`config.mk`:
```
export PLATFORM = sky130hd
export DESIGN_NAME = gpu_ddr_arbiter
export DESIGN_NICKNAME = d
export VERILOG_FILES = /design/src/rtl/gpu_ddr_arbiter.sv
export SDC_FILE = /design/constraint.sdc
export NUM_CORES = 1
export LEC_CHECK = 0
export CAP_MARGIN = 20
export CORE_AREA = 2 2 189 191
export DETAILED_ROUTE_END_ITERATION = 7
export DIE_AREA = 0 0 191 193
export SLEW_MARGIN = 10
export SYNTH_ARGS = -nofsm -noshare
export SYNTH_HDL_FRONTEND = slang
export SYNTH_SLANG_ARGS = --single-unit
```
`constraint.sdc`:
```
create_clock -name clk -period 3.26 [get_ports clk]
set_clock_uncertainty 0.05 [all_clocks]
set_input_delay 0.326 -clock clk [delete_from_list [all_inputs] [get_ports clk]]
set_output_delay 0.326 -clock clk [all_outputs]
set_load 0.02 [all_outputs]
```
`src/rtl/gpu_ddr_arbiter.sv`:
```
// Two-master Avalon-MM arbiter sharing one 64-bit DDR port: round-robin grant,
// write bursts hold the grant, read data is steered back through an in-order tag FIFO.
module gpu_ddr_arbiter #(
  parameter int ADDR_W    = 17,
  parameter int TAG_DEPTH = 4
) (
  input  logic              clk,
  input  logic              i_nrst,
  input  logic [ADDR_W-1:0] i_m0_targetAddr,
  input  logic [2:0]        i_m0_burstLength,
  input  logic              i_m0_writeEnable,
  input  logic              i_m0_readEnable,
  input  logic [63:0]       i_m0_data,
  input  logic [7:0]        i_m0_byteEnable,
  output logic              o_m0_busy,
  output logic              o_m0_dataValid,
  output logic [63:0]       o_m0_data,
  input  logic [ADDR_W-1:0] i_m1_targetAddr,
  input  logic [2:0]        i_m1_burstLength,
  input  logic              i_m1_writeEnable,
  input  logic              i_m1_readEnable,
  input  logic [63:0]       i_m1_data,
  input  logic [7:0]        i_m1_byteEnable,
  output logic              o_m1_busy,
  output logic              o_m1_dataValid,
  output logic [63:0]       o_m1_data,
  output logic [ADDR_W-1:0] o_targetAddr,
  output logic [2:0]        o_burstLength,
  output logic              o_writeEnableMem,
  output logic              o_readEnableMem,
  output logic [63:0]       o_dataMem,
  output logic [7:0]        o_byteEnableMem,
  input  logic              i_busyMem,
  input  logic              i_dataValidMem,
  input  logic [63:0]       i_dataMem,
  output logic              o_errOrphan
);

  localparam int PTR_W = $clog2(TAG_DEPTH);

  typedef enum logic {IDLE, WBURST} state_t;

  state_t           state, stateNext;
  logic             rr, rrNext;
  logic             lockId, lockIdNext;
  logic [2:0]       wcnt, wcntNext;
  logic [2:0]       rcnt;

  logic [PTR_W:0]   tagCount;
  logic [PTR_W-1:0] wrPtr, rdPtr;
  logic             tagId    [TAG_DEPTH];
  logic [2:0]       tagBurst [TAG_DEPTH];
  logic             tagFull, tagEmpty, headId;
  logic [2:0]       headBurst;

  logic             m0Elig, m1Elig, grantValid, selId, selWr, selRd;
  logic [2:0]       selBurstEff;
  logic             accept, push, pop, retValid;

  assign tagFull   = (tagCount == (PTR_W+1)'(TAG_DEPTH));
  assign tagEmpty  = (tagCount == '0);
  assign headId    = tagId[rdPtr];
  assign headBurst = tagBurst[rdPtr];

  // State register
  always_ff @(posedge clk) begin
    if (!i_nrst) begin
      state  <= IDLE;
      rr     <= 1'b0;
      lockId <= 1'b0;
      wcnt   <= '0;
    end else begin
      state  <= stateNext;
      rr     <= rrNext;
      lockId <= lockIdNext;
      wcnt   <= wcntNext;
    end
  end

  // Next-state logic
  always_comb begin
    stateNext  = state;
    rrNext     = rr;
    lockIdNext = lockId;
    wcntNext   = wcnt;
    case (state)
      IDLE: begin
        if (accept) begin
          rrNext = ~selId;
          if (o_writeEnableMem && selBurstEff > 3'd1) begin
            stateNext  = WBURST;
            lockIdNext = selId;
            wcntNext   = selBurstEff - 3'd1;
          end
        end
      end
      WBURST: begin
        if (accept) begin
          wcntNext = wcnt - 3'd1;
          if (wcnt <= 3'd1) stateNext = IDLE;
        end
      end
      default: stateNext = IDLE;
    endcase
  end

  // Output logic: grant selection, DDR mux, busy and read-return steering
  always_comb begin
    m0Elig     = i_m0_writeEnable | (i_m0_readEnable & ~tagFull);
    m1Elig     = i_m1_writeEnable | (i_m1_readEnable & ~tagFull);
    grantValid = 1'b0;
    selId      = rr;
    if (!i_nrst) begin
      grantValid = 1'b0;
    end else if (state == WBURST) begin
      grantValid = 1'b1;
      selId      = lockId;
    end else if (m0Elig && m1Elig) begin
      grantValid = 1'b1;
    end else if (m0Elig) begin
      grantValid = 1'b1;
      selId      = 1'b0;
    end else if (m1Elig) begin
      grantValid = 1'b1;
      selId      = 1'b1;
    end

    selWr           = selId ? i_m1_writeEnable : i_m0_writeEnable;
    selRd           = selId ? i_m1_readEnable  : i_m0_readEnable;
    o_targetAddr    = selId ? i_m1_targetAddr  : i_m0_targetAddr;
    o_burstLength   = selId ? i_m1_burstLength : i_m0_burstLength;
    o_dataMem       = selId ? i_m1_data        : i_m0_data;
    o_byteEnableMem = selId ? i_m1_byteEnable  : i_m0_byteEnable;
    selBurstEff     = (o_burstLength == 3'd0) ? 3'd1 : o_burstLength;

    o_writeEnableMem = grantValid & selWr;
    o_readEnableMem  = grantValid & (state == IDLE) & selRd;
    o_m0_busy        = ~(grantValid & ~selId) | i_busyMem;
    o_m1_busy        = ~(grantValid &  selId) | i_busyMem;
    accept           = (o_writeEnableMem | o_readEnableMem) & ~i_busyMem;

    retValid       = i_nrst & i_dataValidMem & ~tagEmpty;
    o_m0_dataValid = retValid & ~headId;
    o_m1_dataValid = retValid &  headId;
    o_m0_data      = i_dataMem;
    o_m1_data      = i_dataMem;

    push = accept & o_readEnableMem;
    pop  = retValid & (rcnt == headBurst - 3'd1);
  end

  // Tag storage holds {masterId, effective burst}; burst 0 is stored as 1
  always_ff @(posedge clk) begin
    if (push) begin
      tagId[wrPtr]    <= selId;
      tagBurst[wrPtr] <= selBurstEff;
    end
  end

  always_ff @(posedge clk) begin
    if (!i_nrst) begin
      wrPtr       <= '0;
      rdPtr       <= '0;
      tagCount    <= '0;
      rcnt        <= '0;
      o_errOrphan <= 1'b0;
    end else begin
      if (push) wrPtr <= wrPtr + PTR_W'(1);
      if (pop)  rdPtr <= rdPtr + PTR_W'(1);
      case ({push, pop})
        2'b10:   tagCount <= tagCount + (PTR_W+1)'(1);
        2'b01:   tagCount <= tagCount - (PTR_W+1)'(1);
        default: tagCount <= tagCount;
      endcase
      if (pop)           rcnt <= '0;
      else if (retValid) rcnt <= rcnt + 3'd1;
      if (i_dataValidMem && tagEmpty) o_errOrphan <= 1'b1;
    end
  end

endmodule

```
## Yosys cells after proc, flatten, opt, wreduce, memory -nomap -nowiden

Memory sizes are Yosys's and may differ from the RTL's. A register that Yosys moved wholly into a read port is not among the register bits.
Index checks and enable logic that the tools add are counted.

- RAM bits: 16
- Output and inout port bits: 227
- Memories: 2
- Logic and storage cells: 99
- Bits of input ports: 256
- Bits in registers: 17

- Reduce and logical (&&, ||, !) cells: 10
- $lt $le $gt $ge: 2
- Bitwise logic cells: 28
- Add/sub/neg operators: 8
- Eq/ne operators: 7
- Multiplexer cells: 33

Memories:

| name | words | width | rd ports | clocked after memory_dff | wr ports | line | source |
|---|---|---|---|---|---|---|---|
| tagBurst | 4 | 3 | 1 | 1 | 1 | 52 | `logic [2:0] tagBurst [TAG_DEPTH];` |
| tagId | 4 | 1 | 1 | 1 | 1 | 51 | `logic tagId [TAG_DEPTH];` |

Operator list:

| operator | count |
|---|---|
| 64-bit 2-to-1 mux | 1 |
| 1-bit 2-to-1 mux | 18 |
| 17-bit 2-to-1 mux | 1 |
| 3-bit 2-to-1 mux | 5 |
| 1-bit AND | 14 |
| 3-bit case mux with 2 select lines | 2 |
| 3-bit by 1-bit subtractor with 3-bit output (second input constant) | 4 |
| 1-bit inverter | 9 |
| 2-bit 2-to-1 mux | 4 |
| 8-bit 2-to-1 mux | 1 |
| 3-bit by 1-bit adder with 3-bit output (second input constant) | 2 |
| 3-bit logical NOT | 2 |
| 3-bit AND reduction | 2 |
| 1-bit bitwise OR | 5 |
| 2-bit by 1-bit adder with 2-bit output (second input constant) | 2 |
| 2-bit inequality test (second input constant) | 2 |
| 3-bit equality test | 1 |
| 3-bit equality test (second input constant) | 1 |
| 3-bit by 1-bit greater-than comparator with 1-bit output (second input constant) | 1 |
| 3-bit by 1-bit <= comparator with 1-bit output (second input constant) | 1 |
| 1-bit logical AND | 3 |
| 2-bit by 1-bit equality test with 1-bit output (second input constant) | 1 |
| 2-bit equality test (second input constant) | 1 |
| 2-bit by 1-bit inequality test with 1-bit output (second input constant) | 1 |
| other kinds (4) | 4 |

## Depth between registers and ports, before layout

- Depth after elaboration: 17
- Depth in mapped cells: 15
- Depth with buffers taken out: 14

## Worst setup path before layout

Ideal clock, no wire load.

- Kind: register to register
- Start point: register (tool-made name)
- End point: register tagCount[2]
- Library setup time: 0.076 ns
- Cell stages (with the launch flop): 13
- Path slack: -0.014 ns
- Clock period less this slack: 3.274 ns
- Required time: 3.134 ns
- Buffers on the path: 0
- Arrival time: 3.148 ns
- Cells stage by stage: dfxtp_1 > mux4_2 > inv_1 > ha_1 > xnor2_1 > xnor2_1 > nor4_1 > ha_1 > inv_1 > fa_1 > xor2_1 > or3_1 > a21boi_0

RTL lines:

| element | line | source |
|---|---|---|
| end signal: assignment | 171 | `2'b10: tagCount <= tagCount + (PTR_W+1)'(1);` |
| end signal: assignment | 172 | `2'b01: tagCount <= tagCount - (PTR_W+1)'(1);` |
| end signal: assignment | 173 | `default: tagCount <= tagCount;` |
| end: declaration | 49 | `logic [PTR_W:0] tagCount;` |

## Worst setup path in the final report

- Start point: register tagCount[1]
- End point: output o_targetAddr[9]

- Cells in the longest elaborated chain, start to end: 10
- Elaborated cells on any way between the ends: 13
- Those cells by class: 1 x eq/ne; 6 x mux; 5 x bitwise; 1 x reduce/logical

Ends and longest elaborated chain:

| element | line | source |
|---|---|---|
| 3-bit equality test * | 60 | `assign tagFull = (tagCount == (PTR_W+1)'(TAG_DEPTH));` |
| 1-bit inverter * | 109, 110 |  |
| 1-bit AND | 110 | `m1Elig = i_m1_writeEnable \| (i_m1_readEnable & ~tagFull);` |
| 1-bit bitwise OR | 110 |  |
| 1-bit 2-to-1 mux | 123 | `end else if (m1Elig) begin` |
| 1-bit 2-to-1 mux | 120 | `end else if (m0Elig) begin` |
| 1-bit 2-to-1 mux * | 118 | `end else if (m0Elig && m1Elig) begin` |
| 1-bit 2-to-1 mux * | 115 | `end else if (state == WBURST) begin` |
| 1-bit 2-to-1 mux * | 113 | `if (!i_nrst) begin` |
| 17-bit 2-to-1 mux * | 130 | `o_targetAddr = selId ? i_m1_targetAddr : i_m0_targetAddr;` |
| end: declaration | 27 | `output logic [ADDR_W-1:0] o_targetAddr,` |

Mark *: on every way between the ends. The rest lies on a longest branch, timed or not.

==> reports/qor.yml <==
detailed_routing:
  drt-total-wl_um: 19700
  first_iter_violations: 178
  via_count: 4277
  drcViolationCount: 0
  drt_pass1_iterations: 4
  wl_per_cell_um: 15.8
  viasPerCell: 3.43
  ant_nets: 0
floorplan:
  die-area_sq_mm: 0.0369
  pin_count: 483
  start_util: 0.114
  core-area_sq_mm: 0.0350
  die_h_um: 193
  rows: 69
  die_x_um: 191
sta:
  hold_violations: 0
  max_freq_ghz: 0.308
  whs_ns: 0.443
  period_needed_ns: 3.25
  rsz0062_at_grt: "true"
  worstMarginPinSlew_ns: 0.436
  period_share: 0.997
  max-slew-margin-rel: 0.709
  finalMaxSlewViolations: 0
  setup_violations: 0
synth:
  synth_most_common_cell: "nand2_1"
  synth_top_area_frac: 0.274
  postSynth.asyncResetShare: 0
  synth_cells: 599
  synth_area_leaders: "nand2_1, buf_4, edfxtp_1"
  synthTopCellsByCount: "nand2_1, buf_4, clkbuf_1, dfxtp_1, inv_1"
  postSynthAreaPerCell_sq_um: 6.63
  netlist-cell-type-count: 43
  mappedNetlistArea_sq_mm: 0.00397
  synthFlopType: "dfxtp_1"
  syn_nets: 866
  synth.largest_area_cell: "nand2_1"
  ys_seq_elements: 35
  synth_edf_count: 16
  seq_area_frac_synth: 0.217
  ys_warn_count: 0
clock_tree:
  clock_path_buffers: 2
  cts_tree: "done"
  clkLatencyLatePin_ns: 0.28
  clkTransAtPathRegs_ns: 0.06
  cts_max_level: 2
  cts_hold_buf: 0
  cts_buffers: 5
  cts.sinks: 35
  cts_root_buf: "clkbuf_16"
setup_path:
  worst_path_largest_cell_delay_ns: 0.61
  crit_fanout: 43
  end_kind: "output pin"
  crit_chain: "or3b_4, a21oi_4, nand3_2, a31oi_4, buf_8, nand2_1, nand2_1, clkdlybuf4s50_1"
  arrival_ns: 2.88
  crit_path_start_kind: "flop"
  slowest_stage: "clkdlybuf4s50_1"
  worstPathRequired_ns: 2.88
  critPathMostFrequentCell: "nand2_1"
  crit_type: "flop to output pin"
place:
  dp_hpwl_um: 16700
  routabilityCongestion: 0.784
  port_buffers: 290
cells_and_area:
  drive_gt1_frac: 0.108
  fillers: 3923
  antenna_cells: 0
  area_growth_pct: 74.6
  final_util: 0.198
  nets: 1053
global_route:
  grt_pass1_vias: 4052
  antenna_found_initial: 0
  grt_max_degree: 45
  grt.total_usage: 0.0967
  grt_pass1_wl_um: 26200
  overflow: 0
flow_run:
  cap_violations: 0
power:
  p_per_area_mw_per_mm2: 316
  leakage_uw: 0.00310
  vdd_drop_max_mv: 0.232
run_status:
  status: "completed"
min_path:
  hp-class: "flop to flop"
[power by group]
part           leakage (uW)  internal, uW  switching (uW)  total (uW)
clock network     0.0000664           286             197         482
registers          0.000300           479            13.9         493
logic               0.00274           579             638        1220
[final timing paths]
| kind | slack [ns] | cells after the start | endpoint | from |
|---|---|---|---|---|
| worst max-delay path | 0.009 | 8 | o_targetAddr[9] | tagCount[1] |
| worst min-delay path | 0.44 | 2 | o_errOrphan | o_errOrphan |
| worst max register to register | 0.03 | 14 | lockId | tagCount[1] |
| worst min register to register | 0.44 | 2 | o_errOrphan | o_errOrphan |
[timing repair]
item	4_1_cts	5_1_grt
cloned	1	0
endpoints found under the hold margin	0	0
setup buffers	0	6
resized for setup	110	16
setup endpoints to repair	93	13
pin swaps	1	3
[cell families (layout without fill, tap and decap cells)]
logic type               Yosys count  count (layout)  share of synthesized area
AND/OR/NAND/NOR                  325             325                      0.327
buffers and inverters            169             357                      0.282
AO/OA/AOI/OAI                     36              36                     0.0693
flip-flops                        35              35                      0.217
adder cells (fa/ha/maj)           12              12                     0.0394
multiplexers                      12              12                     0.0438
XOR/XNOR                          10              10                     0.0220
[final cells by class]
type	count	area (sq um)	share of cell area
Clock buffer	5	125	0.0180
Sequential cell	35	863	0.124
Clock inverter	3	23.8	0.00343
Multi-Input combinational cell	395	2050	0.296
Tap cell	461	577	0.0832
Timing Repair Buffer	332	3230	0.465
Inverter	17	68.8	0.00992
[registers in the layout, summed over array words and instances, names as in the netlist, named ones only]
signal	count
lockId	1
o_errOrphan	1
rcnt	3
rdPtr	2
rr	1
state	1
tagBurst	12
tagCount	3
tagId	4
wcnt	3
wrPtr	2
[stage by stage]
step | area, sq um | setup slack, ns | setup TNS, ns | total power (uW) | cells
after floorplan | 3980 | 0.0264 | 0 | 1260 | 599
after global placement | 6720 | -0.140 | -2.48 | 1780 | 1233
after detailed placement | 6720 | -0.151 | -2.24 | 1780 | 1233
after CTS | 6840 | -0.0998 | -0.195 | 2190 | 1242
after global routing | 6940 | -0.149 | -0.358 | 2320 | 1248
final | 6940 | 0.00868 | 0 | 2190 | 1248
[layout by cell type (no fill, tap or decap), drive strengths merged, types with 9 or more instances in the layout]
cell type and count:
ha 10, dlygate4sd2 77, and2 9, dfxtp 19, clkdlybuf4s50 200, edfxtp 16
buf 42, nand2 290, inv 17, clkdlybuf4s15 9, a21oi 9, o21ai 9
[per-layer routing]
layer  GRT usage  wire, um
met5     0.00928        49
met3      0.0536      2740
met4      0.0152       227
met2       0.164      9650
met1       0.107      7020
[critical path: cells and delay by family, from the launching register on]
kind | cells | cell delay, ns
simple gates | 4 | 0.82
compound gates | 2 | 0.51
buf+inv | 2 | 0.90
flops | 1 | 0.31
Power figures use the tool's default switching activity.
